File: src/rtl/pc_next_reg.sv
// Program-counter register and next-PC sequencer with stall-time redirect buffering and halt/resume.
// Optional build macro PC_ALIGN_CHK_EN traps misaligned redirect targets to EXC_PC.
module pc_next_reg #(
  parameter logic [31:0] RESET_PC = 32'h0000_0000,
  parameter logic [31:0] EXC_PC   = 32'h0000_0080
) (
  input  logic        clk,
  input  logic        rst,
  input  logic [31:0] pc_plus4,
  input  logic        branch_taken,
  input  logic [31:0] branch_target,
  input  logic        jump,
  input  logic [31:0] jump_target,
  input  logic        jr,
  input  logic [31:0] jr_target,
  input  logic        stall,
  input  logic        halt_req,
  input  logic        resume,
  output logic [31:0] pc,
  output logic        pc_valid,
  output logic        halted,
  output logic        misalign,
  output logic [31:0] epc
);

  typedef enum logic [1:0] {BOOT, RUN, HALT} state_t;

  state_t      state_q;
  logic [31:0] pc_q;
  logic        pc_valid_q;
  logic        halted_q;
  logic        pend_vld_q;
  logic [31:0] pend_tgt_q;

  logic        live_vld;
  logic [31:0] live_tgt;
  logic        redir_vld;
  logic [31:0] redir_tgt;

  always_comb begin
    live_vld = jr | jump | branch_taken;
    live_tgt = branch_target;
    if (jr)        live_tgt = jr_target;
    else if (jump) live_tgt = jump_target;
  end

  // A live redirect on the release cycle overrides whatever was buffered during the stall.
  assign redir_vld = live_vld | pend_vld_q;
  assign redir_tgt = live_vld ? live_tgt : pend_tgt_q;

`ifdef PC_ALIGN_CHK_EN
  logic        misalign_q;
  logic [31:0] epc_q;

  always_ff @(posedge clk or posedge rst) begin
    if (rst) begin
      misalign_q <= 1'b0;
      epc_q      <= 32'h0;
    end else begin
      misalign_q <= 1'b0;
      if (state_q == RUN && !stall && redir_vld && redir_tgt[1:0] != 2'b00) begin
        misalign_q <= 1'b1;
        epc_q      <= redir_tgt;
      end
    end
  end

  assign misalign = misalign_q;
  assign epc      = epc_q;
`else
  assign misalign = 1'b0;
  assign epc      = 32'h0;
`endif

  always_ff @(posedge clk or posedge rst) begin
    if (rst) begin
      state_q    <= BOOT;
      pc_q       <= RESET_PC;
      pc_valid_q <= 1'b0;
      halted_q   <= 1'b0;
      pend_vld_q <= 1'b0;
      pend_tgt_q <= 32'h0;
    end else begin
      case (state_q)
        BOOT: begin
          state_q    <= RUN;
          pc_valid_q <= 1'b1;
        end
        RUN: begin
          if (stall) begin
            if (live_vld) begin
              pend_vld_q <= 1'b1;
              pend_tgt_q <= live_tgt;
            end
          end else begin
            pend_vld_q <= 1'b0;
            if (redir_vld) begin
`ifdef PC_ALIGN_CHK_EN
              if (redir_tgt[1:0] != 2'b00) pc_q <= EXC_PC;
              else                         pc_q <= redir_tgt;
`else
              pc_q <= {redir_tgt[31:2], 2'b00};
`endif
            end else begin
              pc_q <= pc_plus4;
            end
            if (halt_req) begin
              state_q    <= HALT;
              pc_valid_q <= 1'b0;
              halted_q   <= 1'b1;
            end
          end
        end
        HALT: begin
          // The pending buffer survives HALT and is consumed after resume.
          if (resume) begin
            state_q    <= RUN;
            pc_valid_q <= 1'b1;
            halted_q   <= 1'b0;
          end
        end
        default: begin
          state_q    <= BOOT;
          pc_valid_q <= 1'b0;
          halted_q   <= 1'b0;
        end
      endcase
    end
  end

  assign pc       = pc_q;
  assign pc_valid = pc_valid_q;
  assign halted   = halted_q;

endmodule

File: config.mk
export PLATFORM = sky130hd
export DESIGN_NAME = pc_next_reg
export DESIGN_NICKNAME = d
export VERILOG_FILES = /design/src/rtl/pc_next_reg.sv
export SDC_FILE = /design/constraint.sdc
export NUM_CORES = 1
export LEC_CHECK = 0
export ABC_AREA = 1
export CORE_ASPECT_RATIO = 2
export CORE_MARGIN = 3
export CORE_UTILIZATION = 47
export CTS_BUF_LIST = sky130_fd_sc_hd__clkbuf_2 sky130_fd_sc_hd__clkbuf_4 sky130_fd_sc_hd__clkbuf_8
export DETAILED_ROUTE_END_ITERATION = 6
export PLACE_DENSITY = 0.94
export SLEW_MARGIN = 10
export SYNTH_ARGS = -nofsm -noshare
export SYNTH_HDL_FRONTEND = slang
export SYNTH_SLANG_ARGS = --single-unit
File: constraint.sdc
create_clock -name clk -period 5.5 [get_ports clk]
set_input_delay 1.1 -clock clk [delete_from_list [all_inputs] [get_ports clk]]
set_output_delay 1.1 -clock clk [all_outputs]
set_load 0.01 [all_outputs]
# After elaboration in Yosys (flattened, before gate mapping)
# Index checks and enable logic that the tools add are counted.
# classes
eq_ne	6
n_reduce_logical	7
muxes	18
bitwise_logic	5
# op_table
operator	n
two-way mux 32 bit	4
two-way mux 1 bit	8
two-way mux 2 bit	3
!= test 2 bit (second input constant)	3
case mux 1 bit (3 select lines)	2
case mux 2 bit (3 select lines)	1
AND reduction 2 bit	3
AND reduction 3 bit	2
AND reduction 4 bit	1
bitwise OR 1 bit	3
equality test 2 x 1 -> 1 bit (second input constant)	1
equality test 2 bit (second input constant)	1
logical NOT 2 bit	1
!= test 2 x 1 -> 1 bit (second input constant)	1
inverter 1 bit	2
# totals
reg_bits	69
wordCells	43
input_bits	136
out_inout_bits	67

# Depth between registers and ports, before layout
# logic_depth
word_depth	4
mapped_depth	9
mapped_depth_nobuf	8

# Worst setup path after synthesis
# Ideal clock, no wire load.
# synth_path
kind	input port to flip-flop
startpoint	input jr
endpoint	register pc_q[20] (netlist: pc[20])
setup_slack_ns	3.550
stages	9
arrival_time_ns	1.834
path_buffers	1
setup_time_ns	0.116
t_required_ns	5.384
cell_sequence	nor2_1 -> nand2_2 -> nor2_4 -> buf_4 -> nand2_1 -> nand2_1 -> inv_1 -> nand2_1 -> nand2_1
# synth_via
elab_chain_len	4
elab_cells_between_ends	6
classes_between	3 x mux; 3 x bitwise
# synth_lines
element	line_no	text
start: declaration	14	input logic jr,
bitwise OR 1 bit (2 in a row)	41	live_vld = jr | jump | branch_taken;
two-way mux 32 bit / bitwise OR 1 bit (equally long branches)	-	
two-way mux 32 bit *	97	if (redir_vld) begin
end signal: assignment	102	pc_q <= {redir_tgt[31:2], 2'b00};
end signal: assignment	105	pc_q <= pc_plus4;
end: declaration	29	logic [31:0] pc_q;
# Mark *: on every way between the ends. The rest lies on a longest branch, timed or not.
# A chain may end at the register's enable or synchronous reset.

# Final worst setup path
# layout_path
startpoint	input jump
endpoint	register pc_q[25] (netlist: pc[25])
# layout_via
elab_chain_len	4
elab_cells_between_ends	7
classes_between	4 x mux; 3 x bitwise
# layout_lines
element	line_no	text
start: declaration	12	input logic jump,
two-way mux 32 bit / bitwise OR 1 bit (equally long branches)	44, 41	
two-way mux 32 bit / bitwise OR 1 bit (equally long branches)	43, 41	
two-way mux 32 bit / bitwise OR 1 bit (equally long branches)	-	
two-way mux 32 bit *	97	
# Marks and branches as above.

==> metrics.md <==
| Metric | Value |
|---|---|
| Status | complete, no violations |
| DP Wirelength | about 9000 µm |
| GP Congestion | 0.744 |
| Vias per cell | a little under 5 |
| Initial DRT Pass Iterations | 4 |
| Pins Over Slew Limit | 0 |
| Cell Area, Synth | 0.00445 mm² |
| Cells after synthesis | approximately 700 |
| Worst Tran Pin Value | roughly 940 ps |
| Max IR drop VDD | 0.000453 V |
| Core area | around 0.009 mm² |
| Setup Buffers After CTS | 0 |
| TritonCTS Sinks | between 60 and 70 |
| Unrepaired setup endpoints after global routing | false |
| Layout cells sized above 1 | 0.0340 |
| Post-route DRC | 0 |
| Startpoint Class | input port |
| Ant. Diodes | 0 |
| Setup CP Type | in2reg |
| Hold path depth | 2 |
| Number of distinct library cells after synthesis | 18 |
| CTS max path bufs | 2 |
| Max Cap Violations | 0 |
| CP Cell Sequence | clkdlybuf4s50_1 -> buf_4 -> inv_2 -> nand2_2 -> buf_4 -> nor2_4 -> inv_2 -> nand3_1 -> nand2_1 -> nand2_1 |
| Row count | 49 |
| Crit path max-delay cell type | nor2_4 |
| Critical Path RT | ~5800 ps |
| Total gr overflow | 0 |
| Worst Path Arrival | ~4200 ps |
| Leak | approximately 3.3 nW |
| Wire length per cell | between 10 and 15 µm |
| CTS tree | built |
| Clk Latency, worst-skew pair | around 340 ps |
| Hold Path Class | reg2reg |
| Fill cells | 766 |
| Final setup fails | 0 |
| Post-layout min period | ~4000 ps |
| GRT Total Usage | 0.242 |
| CTS H-tree depth | 3 |
| Reg2reg end | pend_tgt_q[28] |
| Pre-CTS setup slack | ~1200 ps |
| Starting Density | 0.487 |
| R2R depth | 6 |
| Initial DRC count | 235 |
| DIE HEIGHT | 144 µm |
| F_max | about 250 MHz |
| Ratio of final minimum period to clock period | 0.719 |
| Worst-path clk slew | 70 ps |
| Area grow syn2layout | 38.5% |
| Layout net count | a little under 1000 |
| Setup WS post-layout | ~1500 ps |
| Inserted Clock Buffers | 9 |
| Largest net degree at the start of global routing | between 60 and 70 |
| Hold Vio Cnt, Final | 0 |
| Nature of the critical path endpoint | flop |
| Chip width | about 75 µm |
| Clk root buf | clkbuf_8 |
| Pwr dens | 365 mW/mm² |
| Ys Warns | 0 |
| ANT nets after route | 0 |
| Setup TNS | 0 ps |
| Hold_buf cts | 0 |
| Min-delay src | pc[15] |
| Worst Path Max Fanout | 34 |
| Yosys reg bits | 66 |
| Number of port buffers | around 160 |
| Worst R2R Setup Slack | about 3200 ps |
| Setup clock skew after layout | 5.69 ps |
| Post-cts resize count | 0 |
| Slew margin rel. | 0.373 |
| Full die area | 0.0107 mm² |
| FF-to-FF Start | state_q[1] |
| Initial antenna violation count | 0 |
| Vias | about 4600 |
| I/O pin cnt | roughly 200 |
| CP max stage delay | 710 ps |
| Vias in the first global route | roughly 4300 |
| Seq/Total Area, Yosys | 0.372 |
| Syn_area_per_cell | ~6.3 µm² |
| Drt total wl | approximately 13000 µm |
| WHS Endpoint | pc[15] |
| First-pass GRT wire length | 19900 µm |
through the flow:
stage               power, mW  cell area [µm²]  hold WS [ps]  utilization  cells
floorplan                1.37             4570           449            -    739
global placement         1.78             5930           461        0.649    938
detailed placement       1.81             5930           464        0.649    938
CTS                      2.27             6160           482        0.674    954
global route             2.43             6160           494        0.674    954
finish                   2.25             6160           480        0.674    954
how the worst max path moves through the flow:
| stage | to | startpoint | slack (ps) |
|---|---|---|---|
| floorplan | halted | rst | 2750 |
| global placement | pc[25] | jump | 1210 |
| detailed placement | pc[25] | jump | 1190 |
| CTS | pc[25] | jump | 1560 |
| global route | pc[24] | jump | 1320 |
| finish | pc[25] | jump | 1550 |
cells in the final DEF, fill, tap and decap left out, drive strengths merged:
cell and count:
clkdlybuf4s50 163, nand2 366, bufinv 1, or2 30, conb 33, buf 3
a21oi 3, nor3 2, nor2 4, o21bai 2, clkbuf 15, dfrtp 66
nand3 92, o21ai 2, inv 70
cell type report:
| cell class | count | area [µm²] | area share |
|---|---|---|---|
| clock buffer | 15 | 194 | 0.0315 |
| tap | 102 | 128 | 0.0207 |
| clock inverter | 1 | 30.0 | 0.00488 |
| multi-input combinational | 534 | 2240 | 0.363 |
| inverter | 70 | 263 | 0.0427 |
| timing repair buffer | 166 | 1650 | 0.269 |
| sequential | 66 | 1650 | 0.268 |
registers in the layout, indices dropped and copies added (netlist names):
register and count:
pc 32, pend_vld_q 1, pend_tgt_q 30, state_q 1, halted 1, pc_valid 1
critical path: cells and delay by family:
kind,cells,cell delay (ps)
simple gates,5,1160
buf+inv,5,1930
where the power goes:
group          switching, mW  internal [mW]  leakage [nW]  total (mW)
sequential             0.130          0.712         0.817       0.842
combinational          0.502          0.456          2.41       0.958
clock                  0.180          0.270         0.117       0.450
routing by layer:
layer / share of wire / GRT usage / up-vias
li1: - / - / 2336
met4: 0.030 / 0.112 / 0
met5: 0 / 0 / -
met3: 0.054 / 0.0434 / 26
met2: 0.56 / 0.439 / 170
met1: 0.36 / 0.262 / 2099
synth_stat cells:
cell type,n,area (µm²)
conb_1,1,3.75
inv_1,65,244
clkbuf_1,10,37.5
nor2_4,2,22.5
inv_2,5,18.8
or2_0,16,100
dfrtp_1,66,1650
o21ai_0,2,10.0
buf_2,23,115
nor3_1,2,10.0
o21bai_1,2,15.0
buf_4,36,270
nor2_1,2,7.51
nand2_2,1,6.26
nand3_1,92,460
a21oi_1,3,15.0
or2_1,14,87.6
nand2_1,365,1370
cells by family (layout without fill, tap and decap cells):
group | count (synthesis) | count (layout) | synth area share
compound gates | 7 | 7 | 0.00900
simple gates | 494 | 494 | 0.464
other cells | 1 | 33 | 0.000844
flops | 66 | 66 | 0.372
buf+inv | 139 | 252 | 0.154
(Power assumes the default switching activity.)
==> patch 1: new RTL, same settings <==
Build with the macro `PC_ALIGN_CHK_EN` defined.
--- a/src/rtl/pc_next_reg.sv
+++ b/src/rtl/pc_next_reg.sv
@@ -2,2 +2,4 @@
 // Optional build macro PC_ALIGN_CHK_EN traps misaligned redirect targets to EXC_PC.
+`define PC_ALIGN_CHK_EN
+
 module pc_next_reg #(
Function: changed (Yosys sat finds a counterexample within 4 cycles, from zero or initial values and one cycle with rst high).
==> patch 1 against the original RTL <==
  * Cell count increased by 15%
  * Clock skew increased by 0.012 ns
  * Die area increased by 28%
  * Area after synthesis increased by 30%
  * Setup slack got worse by 0.26 ns
  * Sequential cell count increased by 35
  * Synthesized cell count increased by 9.3%
  * Cell area increased by 29%
  * Count of clock-buffer cells in the layout decreased by 6
  * Total power increased by 50%
  * Routed wire length increased by 36%
  * Largest cell class unchanged
==> patch 1: results (changes against the original RTL) <==
route:
  first_pass_iters: 4  # unchanged
  drt_iter0_drc: 350  # +49%
  wire_per_inst_um: 15.84  # +18%
  vias_per_cell: 5.119  # +5.4%
worst_setup_path:
  startpoint: "jump"
  ff2ff_setup_slack_ns: 2.85  # -0.33 ns
  cp_data_arrival_time_ns: 4.53  # +0.30 ns
  slowest_delay_ns: 0.59  # -0.12 ns
  slowest_stage: "inv_2"
  r2r-start: "pc_valid$_DFFE_PP0P_"
  worst-path-max-fanout: 35  # +2.9%
  crit_family: "buffers and inverters"
placement:
  numPortBuffers: 202  # +24%
  finalWeightedCongestion: 0.8932  # +20%
  place_hpwl_um: 12210  # +36%
final_layout:
  n_fill_cell: 975  # +27%
  drive_gt1_share_pct: 13.25  # +9.8 points
  nets: 1082  # +10%
  diodes: 0  # unchanged
timing:
  maxSlewHeadroom_pct: 33.06  # -4.3 points
  fin_skew_ns: 0.01742  # +0.01173 ns
global_routing:
  track_usage_pct: 25.26  # +1.1 points
  grt_pass1_wl_um: 27740  # +39%
  grt_pass1_vias: 5712  # +32%
  grt_start_max_net_pins: 65  # +6.6%
  grt_antenna_before_repair: 0  # unchanged
clocking:
  cts-buffers-inserted: 9  # unchanged
  htreeDepth: 3  # unchanged
  root_buffer: "clkbuf_8"
  path_clk_slew_ns: 0.10  # +0.03 ns
  insertion_delay_ns: 0.38  # +0.04 ns
  cts_setup_buffers: 0  # unchanged
  clk_path_buf_depth: 2  # unchanged
  cts_resized: 0  # unchanged
pwr:
  ir_drop_mv: 0.2478  # -45%
  leakage_uw: 0.003891  # +16%
  swShare_pct: 36.93  # +0.84 points
synthesis:
  synth.distinct_cells: 24  # +6
  seq_area_frac_synth_pct: 43.82  # +6.7 points
  synth-adder-area-share_pct: 0  # unchanged
  synth.area.mux_share_pct: 6.052  # +6.1 points
  ys_async_sr_fraction_pct: 100.0  # unchanged
  yosysWarningCount: 0  # unchanged
  yosys-top-cells-count: "nand2_1 (319), dfrtp_1 (101), nand3_1 (66)"
  synth_xor_area_share_pct: 0  # unchanged
  synth_area_leaders: "dfrtp_1 (44%), nand2_1 (21%), or2_2 (6.4%)"
  synth_nets: 909
  synth_compound_area_share_pct: 6.182  # +5.3 points
min_path:
  hold_class: "register to register"
  hold_start: "epc[7]$_DFFE_PP0P_"
run_status:
  status: "finished, final reports clean"
patch 1: tightest hold or removal path, delay by kind of cell, from the launching register on:
family,cells,cell delay [ns]
AND/OR/NAND/NOR,2,0.11
flip-flops,1,0.36
patch 1: layout make-up:
class	count	area, sq um	area share, %
tap	145	181.4	2.287
clock inverter	7	58.81	0.7412
clock buffer	9	123.9	1.561
multi-input combinational	558	2729	34.40
sequential	101	2527	31.86
inverter	71	269.0	3.391
timing repair buffer	205	2044	25.77
patch 1: kinds of logic after synthesis:
group | Yosys count
buffers and inverters | 114
DFF | 101
AOI/OAI and AO/OA | 68
muxes | 31
and+or+nand+nor | 459
patch 1: power groups by stage:
stage	Combinational, uW	Clock, uW	Sequential [uW]
floorplan	774	0	1390
global placement	1570	0	1310
detailed placement	1630	0	1310
CTS	1630	458	1310
global route	1760	489	1350
finish	1620	455	1310
patch 1: final timing paths:
kind / end / depth (start not counted)
max in group asynchronous: pend_tgt_q[30]$_DFFE_PP0P_ / 3
setup reg to reg: epc[18]$_DFFE_PP0P_ / 8
min in group asynchronous: pc[25]$_DFFE_PP0P_ / 2
setup / recovery: epc[18]$_DFFE_PP0P_ / 11
hold / removal: epc[7]$_DFFE_PP0P_ / 2
hold reg to reg: epc[7]$_DFFE_PP0P_ / 2
patch 1: per-stage QoR:
stage	worst slack [ns]	std cells	util (%)	area [sq um]	hold WS, ns
after global routing	1.036	1096	67.00	7934	0.5236
after CTS	1.270	1096	67.00	7934	0.4925
after floorplan	1.753	773	-	5768	0.4811
after global placement	1.052	1080	65.46	7751	0.4627
after detailed placement	0.9075	1080	65.46	7751	0.4678
final	1.285	1096	67.00	7934	0.4917
patch 1: per-layer routing:
metal	GRT usage (%)	wire (um)	up-vias
met5	0	0	-
met4	9.942	613	0
met3	3.696	936	40
met2	46.33	9363	188
met1	29.20	6443	2645
li1	-	-	2737
==> patch 2: new RTL, config.mk and constraints unchanged <==
Made on the original files. Register the input `jump_target` before use, cleared by the reset. The logic sees it one clock later. The other inputs are not delayed to match.
--- a/src/rtl/pc_next_reg.sv
+++ b/src/rtl/pc_next_reg.sv
@@ -27,2 +27,12 @@
 
+  logic [31:0] jump_target_q;
+
+  always_ff @(posedge clk or posedge rst) begin
+    if (rst) begin
+      jump_target_q <= '0;
+    end else begin
+      jump_target_q <= jump_target;
+    end
+  end
+
   state_t      state_q;
@@ -43,3 +53,3 @@
     if (jr)        live_tgt = jr_target;
-    else if (jump) live_tgt = jump_target;
+    else if (jump) live_tgt = jump_target_q;
   end
Check against the original RTL: not equivalent (Yosys sat finds a counterexample within 4 cycles, from zero or initial values and one cycle with rst high).
==> patch 2 against the original RTL <==
  * Combinational power grew 2.5%
  * Critical path type unchanged
  * Sequential cell count rose by 30
  * Setup slack better by 0.22 ns
  * Cell area is 14% higher
  * Routed wire length is 18% higher
  * Cell count increased by 7.0%
  * Worst hold slack better by 0.0055 ns
  * Critical endpoint is now pc[13]$_DFFE_PP0P_
  * Area after synthesis is 17% higher
  * Total power grew 17%
  * Non-clock buffer count up 2
  * Via count up 7.5%
  * Die area up 16%
==> patch 2: results (changes against the original RTL) <==
timing:
  tightestPinTransition_ns: 1.027  # +0.08849 ns
  fin_skew_ns: 0.009881  # +0.004188 ns
worst_setup_path:
  reg2reg_depth: 5  # -1
  ff2ff_setup_slack_ns: 3.33  # +0.15 ns
  cp_data_arrival_time_ns: 4.05  # -0.18 ns
  startpoint: "jump"
  r2r-start: "pend_vld_q$_DFFE_PP0P_"
  rr_endpoint: "pc[13]$_DFFE_PP0P_"
synthesis:
  synth_cells: 737  # +4.2%
  synth_xor_area_share_pct: 0  # unchanged
  synth.distinct_cells: 18  # unchanged
  yosys-top-cells-count: "nand2_1 (364), dfrtp_1 (96), nand3_1 (92)"
  seq_area_frac_synth_pct: 46.23  # +9.1 points
  synth_compound_area_share_pct: 0.7705  # -0.13 points
  synth_area_leaders: "dfrtp_1 (46%), nand2_1 (26%), nand3_1 (8.9%)"
min_path:
  holdPathEnd: "pend_tgt_q[18]$_DFFE_PP0P_"
  hold_start: "pend_tgt_q[18]$_DFFE_PP0P_"
  hold_depth: 2  # unchanged
  hold_class: "register to register"
run_status:
  status: "finished, final reports clean"
global_routing:
  grt_pass1_vias: 4907  # +14%
  use_met1_pct: 27.09  # +0.90 points
  grt_use_met2_pct: 45.06  # +1.2 points
  grt_pass1_wl_um: 23960  # +20%
  met3_usage_pct: 3.730  # -0.61 points
  track_usage_pct: 25.16  # +0.99 points
clocking:
  htreeDepth: 3  # unchanged
  insertion_delay_ns: 0.37  # +0.03 ns
  cts_resized: 0  # unchanged
  cts-buffers-inserted: 9  # unchanged
  root_buffer: "clkbuf_8"
  path_clk_slew_ns: 0.09  # +0.02 ns
placement:
  place_hpwl_um: 10430  # +16%
  finalWeightedCongestion: 0.8426  # +13%
  numPortBuffers: 163  # unchanged
  placed_cells: 1005  # +7.1%
route:
  wl_met3_um: 924  # +34%
  vias: 4978  # +7.5%
  wl_met1_um: 5350  # +17%
  wirelength_um: 15130  # +18%
  first_pass_iters: 7  # +3
  wl_met2_um: 8075  # +13%
  drt_iter0_drc: 270  # +15%
  vias_per_cell: 4.876  # +0.44%
final_layout:
  diodes: 0  # unchanged
  n_fill_cell: 913  # +19%
  drive_gt1_share_pct: 3.620  # +0.22 points
  largest_register_ffs: 32  # unchanged
pwr:
  ir_drop_mv: 0.2089  # -54%
  leakage_uw: 0.003717  # +11%
[patch 2: changes by cell type after synthesis]
cell | unedited run | this run
clkbuf_1 | 10 | 12
buf_2 | 23 | 21
nand2_1 | 365 | 364
nand2_2 | 1 | 2
dfrtp_1 | 66 | 96
[patch 2: final cells by class]
class / instances / area share, %
Multi-Input combinational cell: 534 / 31.93
Clock buffer: 11 / 2.164
Timing Repair Buffer: 168 / 23.86
Clock inverter: 5 / 1.467
Sequential cell: 96 / 34.34
Inverter: 70 / 3.792
Tap cell: 137 / 2.450
[patch 2: power breakdown]
group	switching (uW)	total (uW)	leakage (uW)	internal [uW]
clock	254	581	0.000126	326
sequential	139	1080	0.00117	942
combinational	521	982	0.00242	461
total	914	2640	0.00372	1730
[patch 2: through the flow]
stage               setup WS (ns)  total power, uW  area (sq um)  hold slack [ns]
finish                      1.764             2643          6995           0.4858
global route                1.568             2818          6995           0.5061
CTS                         1.746             2656          6995           0.4885
detailed placement          1.363             2072          6741           0.4645
global placement            1.354             2032          6741           0.4612
floorplan                   1.895             1610          5316           0.4492
[patch 2: cell families after synthesis]
kind of cell,after synthesis
buf+inv,139
compound gates,7
other cells,1
simple gates,494
flops,96
[patch 2: worst reg2reg max path, cell delays in order (launching register included)]
cell	delay [ns]
dfrtp_1	0.46
nor2_4	0.73
inv_2	0.52
nand3_1	0.27
nand2_1	0.08
nand2_1	0.06
[patch 2: how the worst max path moves through the flow]
stage,to,slack [ns],cells after the start
floorplan,halted$_DFFE_PP0P_,1.89,1
detailed placement,pc[28]$_DFFE_PP0P_,1.36,9
finish,pc[13]$_DFFE_PP0P_,1.76,9
global route,pc[3]$_DFFE_PP0P_,1.57,9
global placement,pc[3]$_DFFE_PP0P_,1.35,9
CTS,pc[28]$_DFFE_PP0P_,1.75,9
